`config.mk`:
```
export PLATFORM = sky130hd
export DESIGN_NAME = pipeline_core_flat
export DESIGN_NICKNAME = d
export VERILOG_FILES = /design/src/rtl/pipeline_core_if.sv /design/src/rtl/pipeline_core.sv /design/src/flat_wrapper.sv
export SDC_FILE = /design/constraint.sdc
export NUM_CORES = 2
export LEC_CHECK = 0
export BUFFER_PORTS_ARGS = -buffer_cell sky130_fd_sc_hd__buf_4
export CELL_PAD_IN_SITES_DETAIL_PLACEMENT = 0
export CELL_PAD_IN_SITES_GLOBAL_PLACEMENT = 1
export CORE_ASPECT_RATIO = 1.1
export CORE_MARGIN = 1.5
export CORE_UTILIZATION = 35
export CTS_BUF_LIST = sky130_fd_sc_hd__clkbuf_2
export DETAILED_ROUTE_END_ITERATION = 10
export PLACE_DENSITY = 0.62
export SLEW_MARGIN = 20
export SYNTH_ARGS = -nofsm -noshare
export SYNTH_HDL_FRONTEND = slang
export SYNTH_SLANG_ARGS = --single-unit
```
`constraint.sdc`:
```
create_clock -name clk -period 5.2 [get_ports clk]
set_input_delay 0.52 -clock clk [delete_from_list [all_inputs] [get_ports clk]]
set_output_delay 0.52 -clock clk [all_outputs]
set_load 0.02 [all_outputs]
```
`src/rtl/pipeline_core_if.sv`:
```
// Board-side signals of pipeline_core: step/override buttons in,
// observation taps out.
interface pipeline_core_if;
  logic        btn;
  logic        btnSelect;
  logic        btnWRselect;
  logic        btnMuxEx;
  logic [3:0]  jmpAddr;
  logic        zeroAlu;
  logic [31:0] outMuxWb;

  modport master (
    output btn, btnSelect, btnWRselect, btnMuxEx, jmpAddr,
    input  zeroAlu, outMuxWb
  );

  modport slave (
    input  btn, btnSelect, btnWRselect, btnMuxEx, jmpAddr,
    output zeroAlu, outMuxWb
  );
endinterface

```
`src/rtl/pipeline_core.sv`:
```
// Button-stepped 5-stage teaching pipeline (IF/ID/EX/MEM/WB).
// Define PIPELINE_BTN_SYNC_EN for a synchronised one-step-per-press btn.
module pipeline_core (
  input logic            clk,
  input logic            rst_n,
  pipeline_core_if.slave bus
);

  typedef enum logic [2:0] {
    ALU_ADD, ALU_SUB, ALU_AND, ALU_OR, ALU_SLT
  } aluOp_t;

  typedef struct packed {
    aluOp_t      aluOp;
    logic        useImm;
    logic [31:0] rsVal;
    logic [31:0] rtVal;
    logic [31:0] imm;
    logic [4:0]  wr;
    logic        regWrite;
    logic        memRead;
    logic        memWrite;
  } idEx_t;

  typedef struct packed {
    logic [31:0] aluRes;
    logic [31:0] rtVal;
    logic        zero;
    logic [4:0]  wr;
    logic        regWrite;
    logic        memRead;
    logic        memWrite;
  } exMem_t;

  typedef struct packed {
    logic [31:0] wbData;
    logic [4:0]  wr;
    logic        regWrite;
  } memWb_t;

  logic        step;
  logic [3:0]  pc;
  logic [31:0] romData;
  logic [31:0] ifId;
  idEx_t       idEx;
  idEx_t       idNext;
  exMem_t      exMem;
  exMem_t      exNext;
  memWb_t      memWb;
  memWb_t      wbNext;
  logic [31:0] rf [32];
  logic [31:0] dmem [16];

`ifdef PIPELINE_BTN_SYNC_EN
  logic [1:0] btnSync;
  logic       btnPrev;

  // two-flop synchroniser plus rising-edge detector on btn
  always_ff @(posedge clk or negedge rst_n) begin
    if (!rst_n) begin
      btnSync <= '0;
      btnPrev <= 1'b0;
    end else begin
      btnSync <= {btnSync[0], bus.btn};
      btnPrev <= btnSync[1];
    end
  end

  assign step = btnSync[1] & ~btnPrev;
`else
  assign step = bus.btn;
`endif

  // fixed instruction ROM
  always_comb begin
    unique case (pc)
      4'd0:    romData = 32'h0022_1820;
      4'd1:    romData = 32'h0042_2022;
      4'd2:    romData = 32'h0022_2825;
      4'd3:    romData = 32'h00E2_3024;
      4'd4:    romData = 32'h8C08_0004;
      4'd5:    romData = 32'hAC01_0004;
      default: romData = 32'h0000_0000;
    endcase
  end

  logic [5:0]  op;
  logic [4:0]  rs;
  logic [4:0]  rt;
  logic [4:0]  rd;
  logic [5:0]  funct;
  logic        wbWe;
  logic        isR;
  logic        isLw;
  logic        isSw;
  logic [31:0] rsRead;
  logic [31:0] rtRead;

  assign op    = ifId[31:26];
  assign rs    = ifId[25:21];
  assign rt    = ifId[20:16];
  assign rd    = ifId[15:11];
  assign funct = ifId[5:0];
  assign isR   = (op == 6'h00);
  assign isLw  = (op == 6'h23);
  assign isSw  = (op == 6'h2B);

  // write-through: the value retiring this step bypasses the array
  assign wbWe = memWb.regWrite && (memWb.wr != 5'd0);
  assign rsRead = (rs == 5'd0) ? 32'd0 :
    (wbWe && memWb.wr == rs) ? memWb.wbData : rf[rs];
  assign rtRead = (rt == 5'd0) ? 32'd0 :
    (wbWe && memWb.wr == rt) ? memWb.wbData : rf[rt];

  // ID: decode controls and capture operands
  always_comb begin
    idNext = '0;
    idNext.rsVal  = rsRead;
    idNext.rtVal  = rtRead;
    idNext.imm    = {{16{ifId[15]}}, ifId[15:0]};
    idNext.useImm = !isR;
    idNext.wr     = (!isR || bus.btnWRselect) ? rt : rd;
    idNext.aluOp  = ALU_ADD;
    unique case (1'b1)
      isR: begin
        idNext.regWrite = 1'b1;
        unique case (funct)
          6'h22:   idNext.aluOp = ALU_SUB;
          6'h24:   idNext.aluOp = ALU_AND;
          6'h25:   idNext.aluOp = ALU_OR;
          6'h2A:   idNext.aluOp = ALU_SLT;
          default: idNext.aluOp = ALU_ADD;
        endcase
      end
      isLw: begin
        idNext.regWrite = 1'b1;
        idNext.memRead  = 1'b1;
      end
      isSw:    idNext.memWrite = 1'b1;
      default: idNext.regWrite = 1'b0;
    endcase
  end

  logic [31:0] aluB;
  logic [31:0] aluRes;

  assign aluB = (idEx.useImm || bus.btnMuxEx) ? idEx.imm : idEx.rtVal;

  // EX: ALU
  always_comb begin
    aluRes = idEx.rsVal + aluB;
    unique case (idEx.aluOp)
      ALU_SUB: aluRes = idEx.rsVal - aluB;
      ALU_AND: aluRes = idEx.rsVal & aluB;
      ALU_OR:  aluRes = idEx.rsVal | aluB;
      ALU_SLT: aluRes = {31'd0, $signed(idEx.rsVal) < $signed(aluB)};
      default: aluRes = idEx.rsVal + aluB;
    endcase
  end

  // EX/MEM next value
  always_comb begin
    exNext          = '0;
    exNext.aluRes   = aluRes;
    exNext.rtVal    = idEx.rtVal;
    exNext.zero     = (aluRes == 32'd0);
    exNext.wr       = idEx.wr;
    exNext.regWrite = idEx.regWrite;
    exNext.memRead  = idEx.memRead;
    exNext.memWrite = idEx.memWrite;
  end

  // MEM: data read and write-back mux
  always_comb begin
    wbNext          = '0;
    wbNext.wbData   = exMem.memRead ? dmem[exMem.aluRes[3:0]]
                                    : exMem.aluRes;
    wbNext.wr       = exMem.wr;
    wbNext.regWrite = exMem.regWrite;
  end

  // PC and pipeline registers advance once per step
  always_ff @(posedge clk or negedge rst_n) begin
    if (!rst_n) begin
      pc    <= '0;
      ifId  <= '0;
      idEx  <= '0;
      exMem <= '0;
      memWb <= '0;
    end else if (step) begin
      pc    <= bus.btnSelect ? bus.jmpAddr : pc + 4'd1;
      ifId  <= romData;
      idEx  <= idNext;
      exMem <= exNext;
      memWb <= wbNext;
    end
  end

  // register file: reg[i]=i at reset, writeback from MEM/WB
  always_ff @(posedge clk or negedge rst_n) begin
    if (!rst_n) begin
      for (int i = 0; i < 32; i++) rf[i] <= 32'(i);
    end else if (step && wbWe) begin
      rf[memWb.wr] <= memWb.wbData;
    end
  end

  // data memory: dmem[i]=16*i at reset, SW commits from EX/MEM
  always_ff @(posedge clk or negedge rst_n) begin
    if (!rst_n) begin
      for (int i = 0; i < 16; i++) dmem[i] <= 32'(16 * i);
    end else if (step && exMem.memWrite) begin
      dmem[exMem.aluRes[3:0]] <= exMem.rtVal;
    end
  end

  assign bus.zeroAlu  = exMem.zero;
  assign bus.outMuxWb = memWb.wbData;

endmodule

```
`src/flat_wrapper.sv`:
```
// flat-port wrapper written by rule: the top's interface ports become plain ports
module pipeline_core_flat 
  (clk, rst_n, bus_btn, bus_btnSelect, bus_btnWRselect, bus_btnMuxEx, bus_jmpAddr, bus_zeroAlu, bus_outMuxWb);
  pipeline_core_if bus_i ();
  input logic clk;
  input logic rst_n;
  input wire logic [$bits(bus_i.btn)-1:0] bus_btn;
  input wire logic [$bits(bus_i.btnSelect)-1:0] bus_btnSelect;
  input wire logic [$bits(bus_i.btnWRselect)-1:0] bus_btnWRselect;
  input wire logic [$bits(bus_i.btnMuxEx)-1:0] bus_btnMuxEx;
  input wire logic [$bits(bus_i.jmpAddr)-1:0] bus_jmpAddr;
  output wire logic [$bits(bus_i.zeroAlu)-1:0] bus_zeroAlu;
  output wire logic [$bits(bus_i.outMuxWb)-1:0] bus_outMuxWb;
  assign bus_i.btn = bus_btn;
  assign bus_i.btnSelect = bus_btnSelect;
  assign bus_i.btnWRselect = bus_btnWRselect;
  assign bus_i.btnMuxEx = bus_btnMuxEx;
  assign bus_i.jmpAddr = bus_jmpAddr;
  assign bus_zeroAlu = bus_i.zeroAlu;
  assign bus_outMuxWb = bus_i.outMuxWb;
  pipeline_core u_core (.clk(clk), .rst_n(rst_n), .bus(bus_i));
endmodule
```
== Word-level counts from Yosys, hierarchy flattened ==
Cells that the tools add are included.
Word-level totals
  register bits after elaboration: 1775
  output and inout port bits: 33
  word-level logic and storage cells: 149
Operators by class
  eq/ne operators: 17
  reduce and logical (&&, ||, !) cells: 17
  multiplexer cells: 30
  order comparisons: 7
  add/subtract/negate cells: 3
  bitwise gates (word level): 6
Operators by type and width (number)
  $bwmux W1024: 1
  $bwmux W512: 1
  $mux W32: 14
  $bmux W32 S5: 2
  $pmux W32 S6: 1
  $demux W32 S5: 1
  $bmux W32 S4: 1
  $demux W32 S4: 1
  $pmux W32 S4: 1
  $eq A6 B6 Y1 const B: 6
  $add A32 B32 Y32: 1
  $and A32 B32 Y32: 1
  $logic_not A32 Y1: 1
  $lt A32 B32 Y1: 1
  $or A32 B32 Y32: 1
  $sub A32 B32 Y32: 1
  $ge A6 B6 Y1 const B: 3
  $not A5 Y6: 3
  $pmux W3 S4: 1
  $eq A5 B5 Y1: 2
  $logic_not A5 Y1: 2
  $eq A4 B2 Y1 const B: 2
  $eq A4 B3 Y1 const B: 2
  $logic_and A1 B1 Y1: 7
  19 further kinds: 23

== Depth between registers and ports, before layout ==
  word-level depth: 6
  gate-level depth with buffers: 22
  gate-level depth less buffers: 21

== Worst setup path before layout ==
No wires, ideal clock.
  path kind: in2reg
  from: input port bus_btnMuxEx
  to: register u_core.exMem, in the netlist u_core.bus.zeroAlu
  buffers on the path: 5
  path slack: 0.013 ns
  required time: 5.096 ns
  arrival: 5.083 ns
  stages on the path: 18
  setup time: 0.104 ns
  path through: nor2_1 > clkbuf_1 > buf_1 > clkbuf_1 > clkbuf_1 > buf_1 > a22oi_1 > ha_1 > nand2_1 > or3_1 > o221a_2 > o31a_1 > mux2i_1 > o211ai_1 > or4_1 > nor4_1 > nand3_1 > o41ai_2
On the way
  cells in the longest elaborated chain, start to end: 5
  elaborated cells between the ends (all ways): 9
  classes of those cells: add/sub (2); order compare (1); mux (2); bitwise (2); reduce/logical (2)
Ends and longest elaborated chain
  start: declaration: line flat_wrapper.sv:10  | input wire logic [$bits(bus_i.btnMuxEx)-1:0] bus_btnMuxEx;
  $logic_or A1 B1 Y1 (*): line pipeline_core.sv:147  | assign aluB = (idEx.useImm || bus.btnMuxEx) ? idEx.imm : idEx.rtVal;
  $mux W32 (*): line pipeline_core.sv:147
  $add A32 B32 Y32, or another cell as far along
  $pmux W32 S4 (*): line pipeline_core.sv:152  | unique case (idEx.aluOp)
  $logic_not A32 Y1 (*): line pipeline_core.sv:166  | exNext.zero = (aluRes == 32'd0);
  end signal: assignment: line pipeline_core.sv:194  | exMem <= exNext;
  end: declaration: line pipeline_core.sv:47  | exMem_t exMem;
Every way passes the cells marked *; elsewhere a longest branch is shown, timed or not.
A chain may end at the register's enable or synchronous reset.

== Final worst setup path ==
  from: register u_core.idEx, in the netlist u_core.exNext[10]
  to: register u_core.exMem, in the netlist u_core.bus.zeroAlu
On the way
  cells in the longest elaborated chain, start to end: 4
  elaborated cells between the ends (all ways): 8
  classes of those cells: add/sub (2); order compare (1); mux (2); bitwise (2); reduce/logical (1)
Ends and longest elaborated chain
  start: declaration: line pipeline_core.sv:45  | idEx_t idEx;
  start signal: assignment: line pipeline_core.sv:193  | idEx <= idNext;
  $mux W32 (*): line pipeline_core.sv:147
  $add A32 B32 Y32, or another cell as far along
  $pmux W32 S4 (*): line pipeline_core.sv:152
  $logic_not A32 Y1 (*): line pipeline_core.sv:166
Marked as above.

==> results.md <==
- Outcome: complete, no violations
- Most common flop cell mapped by yosys: dfrtp_1
- Number of synthesized flops with an enable pin: 0
- Initial DRC count: 2225
- Critical Path Sink Type: flop
- Core ar.: 0.146 mm²
- Netlist cell types: 80
- CTS tree: yes
- Vias in the first global route: 36292
- IO Port Bufs: 42
- Placed cell area: 0.0545 mm²
- Skew final: 0.130 ns
- Layout cells sized above 1: 44.4%
- CP Class: reg -> reg
- Die Y: 405 µm
- Clock Sinks: 1071
- Seq/Total Area, Yosys: 52.2%
- Pwr dens: 454 mW/mm²
- DR WL/cell: 23.4 µm
- Final worst slack: 0.257 ns
- # rows: 147
- Number of buffers created by CTS: 296
- Top layer in use: met4
- Clock Tree Root: clkbuf_2
- Maximum clock rate: 0.202 GHz
- Final worst-path cycle share: 95.1%
- Reg clk slew, reported paths: 0.12 ns
- RSZ-0062 raised after global routing: false
- Place WS: -0.135 ns
- Post-synthesis async set-or-reset flop share: 100%
- Top Ports: 43
- First-pass GRT wire length: 229 mm
- Syn. warnings: 0
- Share of the synthesized area in the top cell type: 49.5%
- RD Place Congestion: 0.861
- Top cells by area, synth: dfrtp_1 50%, mux2_2 22%, mux4_2 6.9%
- Largest net degree at the start of global routing: 147
- Fillcell total: 14215
- Min-Delay Path Class: in -> async
- Min Tclk post-route: 4.94 ns
- Post-Route WL: 148 mm
- Hold Fails Final Rpt: 0
- Seq cells post-synth: 1071
- Reg-to-reg slack, setup: 0.26 ns
- Mapped Cells: 4023
- Total global routing overflow: 0
- Post-route DRC: 0
- Most area-hungry cell type in the Yosys netlist: dfrtp_1
- Met3 WL: 6.48 mm
- Die area: 0.149 mm²
- WP data required: 6.69 ns
- Lkg Pwr: 0.0260 µW
- Commonest non-fill, non-tap cell in the layout: dfrtp_1
- Most frequent cells in the layout: 1008 x dfrtp_1, 984 x mux2_2, 441 x clkbuf_2, 261 x o22ai_1, 229 x nor2_1
- Vias: 34286
- TNS Setup: 0 ns
- Slew Limit Headroom: 23.0%
- Overall power: 25900 µW
- Reg2reg start: u_core.exNext[10]$_DFFE_PN0P_
- Initial Util: 35.3%
- H-Tree Depth: 5
- Met2 Routed Length: 71.4 mm
- Worst vdd ir: 0.222 mV
- Reg2Reg Depth: 21
- TritonRoute pass-1 iters: 5
- Synthesis-to-finish area growth: 11.1%
- Post-DP HPWL: 91.6 mm
- FF-to-FF End: u_core.bus.zeroAlu$_DFFE_PN0P_
- Via density: 5.42
- Setup crit start kind: flop
- Final Cell Area: 0.0572 mm²
- Count of max-cap constraint violations: 0
- Initial antenna violation count: 3
- Mapped Area: 0.0515 mm²
- Synthesized net count: 4068
- Max Buffers Root-to-Sink: 4
- Crit Path Max Fanout: 5
- Layout net count: 4250
- Final setup fails: 0
- Die width: 369 µm
- Worst slew pin tran: 1.16 ns
- Arr. time, crit path: 6.44 ns
- Global-route usage over all layers: 20.0%
- Mean post-synth cell area: 12.8 µm²
- Worst skew pair latency: 1.63 ns
- Slew Viols, Final: 0
- ANT nets after route: 0
- Metal-1 WL: 67.1 mm
-- sequential cells by signal, summed over array words and instances (netlist names) --
signal and cells:
u_core.bus.outMuxWb 32, u_core.bus.zeroAlu 1, u_core.pc 4, u_core.idEx 42
u_core.rf 352, u_core.exNext 39, u_core.ifId 13, u_core.exMem 71
u_core.dmem 512, u_core.memWb 5
-- synthesized netlist by cell type, types with 52 or more instances --
| cell | count |
|---|---|
| dfrtp_1 | 1019 |
| dfstp_2 | 52 |
| a211oi_1 | 75 |
| o21ai_0 | 78 |
| mux4_2 | 158 |
| inv_1 | 90 |
| clkbuf_1 | 309 |
| mux2_2 | 984 |
| o22ai_1 | 262 |
| a21oi_1 | 186 |
| nor2_1 | 246 |
| nand2_1 | 106 |
-- cell type report --
class	instances	area, µm²	share of cell area [%]
Sequential cell	1071	26900	47.0
Multi-Input combinational cell	2481	23000	40.1
Tap cell	1937	2420	4.24
Timing Repair Buffer	264	2250	3.93
Clock buffer	441	2210	3.86
Inverter	91	342	0.597
Clock inverter	30	113	0.197
Antenna cell	6	15.0	0.0263
-- worst max path at each step --
stage / depth (start not counted) / end / from
6_report: 21 / u_core.bus.zeroAlu$_DFFE_PN0P_ / u_core.exNext[10]$_DFFE_PN0P_
5_1_grt: 24 / u_core.bus.zeroAlu$_DFFE_PN0P_ / u_core.idEx[104]$_DFFE_PN0P_
3_3_place_gp: 23 / u_core.bus.zeroAlu$_DFFE_PN0P_ / bus_btnMuxEx
2_1_floorplan: 18 / u_core.bus.zeroAlu$_DFFE_PN0P_ / bus_btnMuxEx
3_5_place_dp: 23 / u_core.bus.zeroAlu$_DFFE_PN0P_ / bus_btnMuxEx
4_1_cts: 22 / u_core.bus.zeroAlu$_DFFE_PN0P_ / u_core.idEx[104]$_DFFE_PN0P_
-- worst max-delay path, cell delays in order (launching register included) --
cell and delay, ns:
dfrtp_1 0.40, or4_4 0.49, nor4_2 0.20, buf_4 0.17, o211ai_2 0.09, nor2_1 0.12
buf_4 0.14, nand2_1 0.11, or2_2 0.36, and2_1 0.19, xor2_1 0.16, ha_1 0.29
a21o_1 0.17, a21o_1 0.18, a21o_1 0.18, a21oi_1 0.28, and3b_1 0.21, a31o_2 0.18
nor4_4 0.05, or4_1 0.40, o311a_1 0.14, o41ai_2 0.32
-- kinds of logic (layout without fill, tap and decap cells) --
kind of cell             count (synthesis)  count (layout)  share of synthesized area, %
flip-flops                            1071            1071                          52.2
buffers and inverters                  471             826                          3.70
multiplexers                          1192            1192                          29.4
adder cells (fa/ha/maj)                 50              50                          1.16
XOR/XNOR                                43              43                         0.731
AND/OR/NAND/NOR                        469             469                          4.02
AO/OA/AOI/OAI                          727             727                          8.81
other                                    0               6                             0
-- per-stage QoR --
step | hold WS, ns | instances | utilization (%)
2_1_floorplan | 0.224 | 4023 | -
3_3_place_gp | 0.463 | 5814 | 37.3
3_5_place_dp | 0.467 | 5815 | 37.3
4_1_cts | 0.0491 | 6315 | 39.1
5_1_grt | 0.111 | 6320 | 39.2
6_report | 0.269 | 6321 | 39.2
-- what timing repair did --
action                     4_1_cts  5_1_grt
hold buffers                    29        0
hold endpoints to repair      1511        0
buffers inserted                 0        0
setup endpoints to repair        0        4
resized for setup                0       13
-- routing by layer --
metal / GRT usage [%] / up-vias
li1: - / 15304
met1: 27.0 / 17992
met2: 32.8 / 804
met3: 3.51 / 186
met4: 6.27 / 0
met5: 0 / -
-- power by group --
part / switching [µW] / internal, µW
clock network: 3440 / 2200
logic: 4500 / 4050
registers: 1870 / 9880
total: 9810 / 16100
Note: power is estimated with default switching activity, not from simulation.
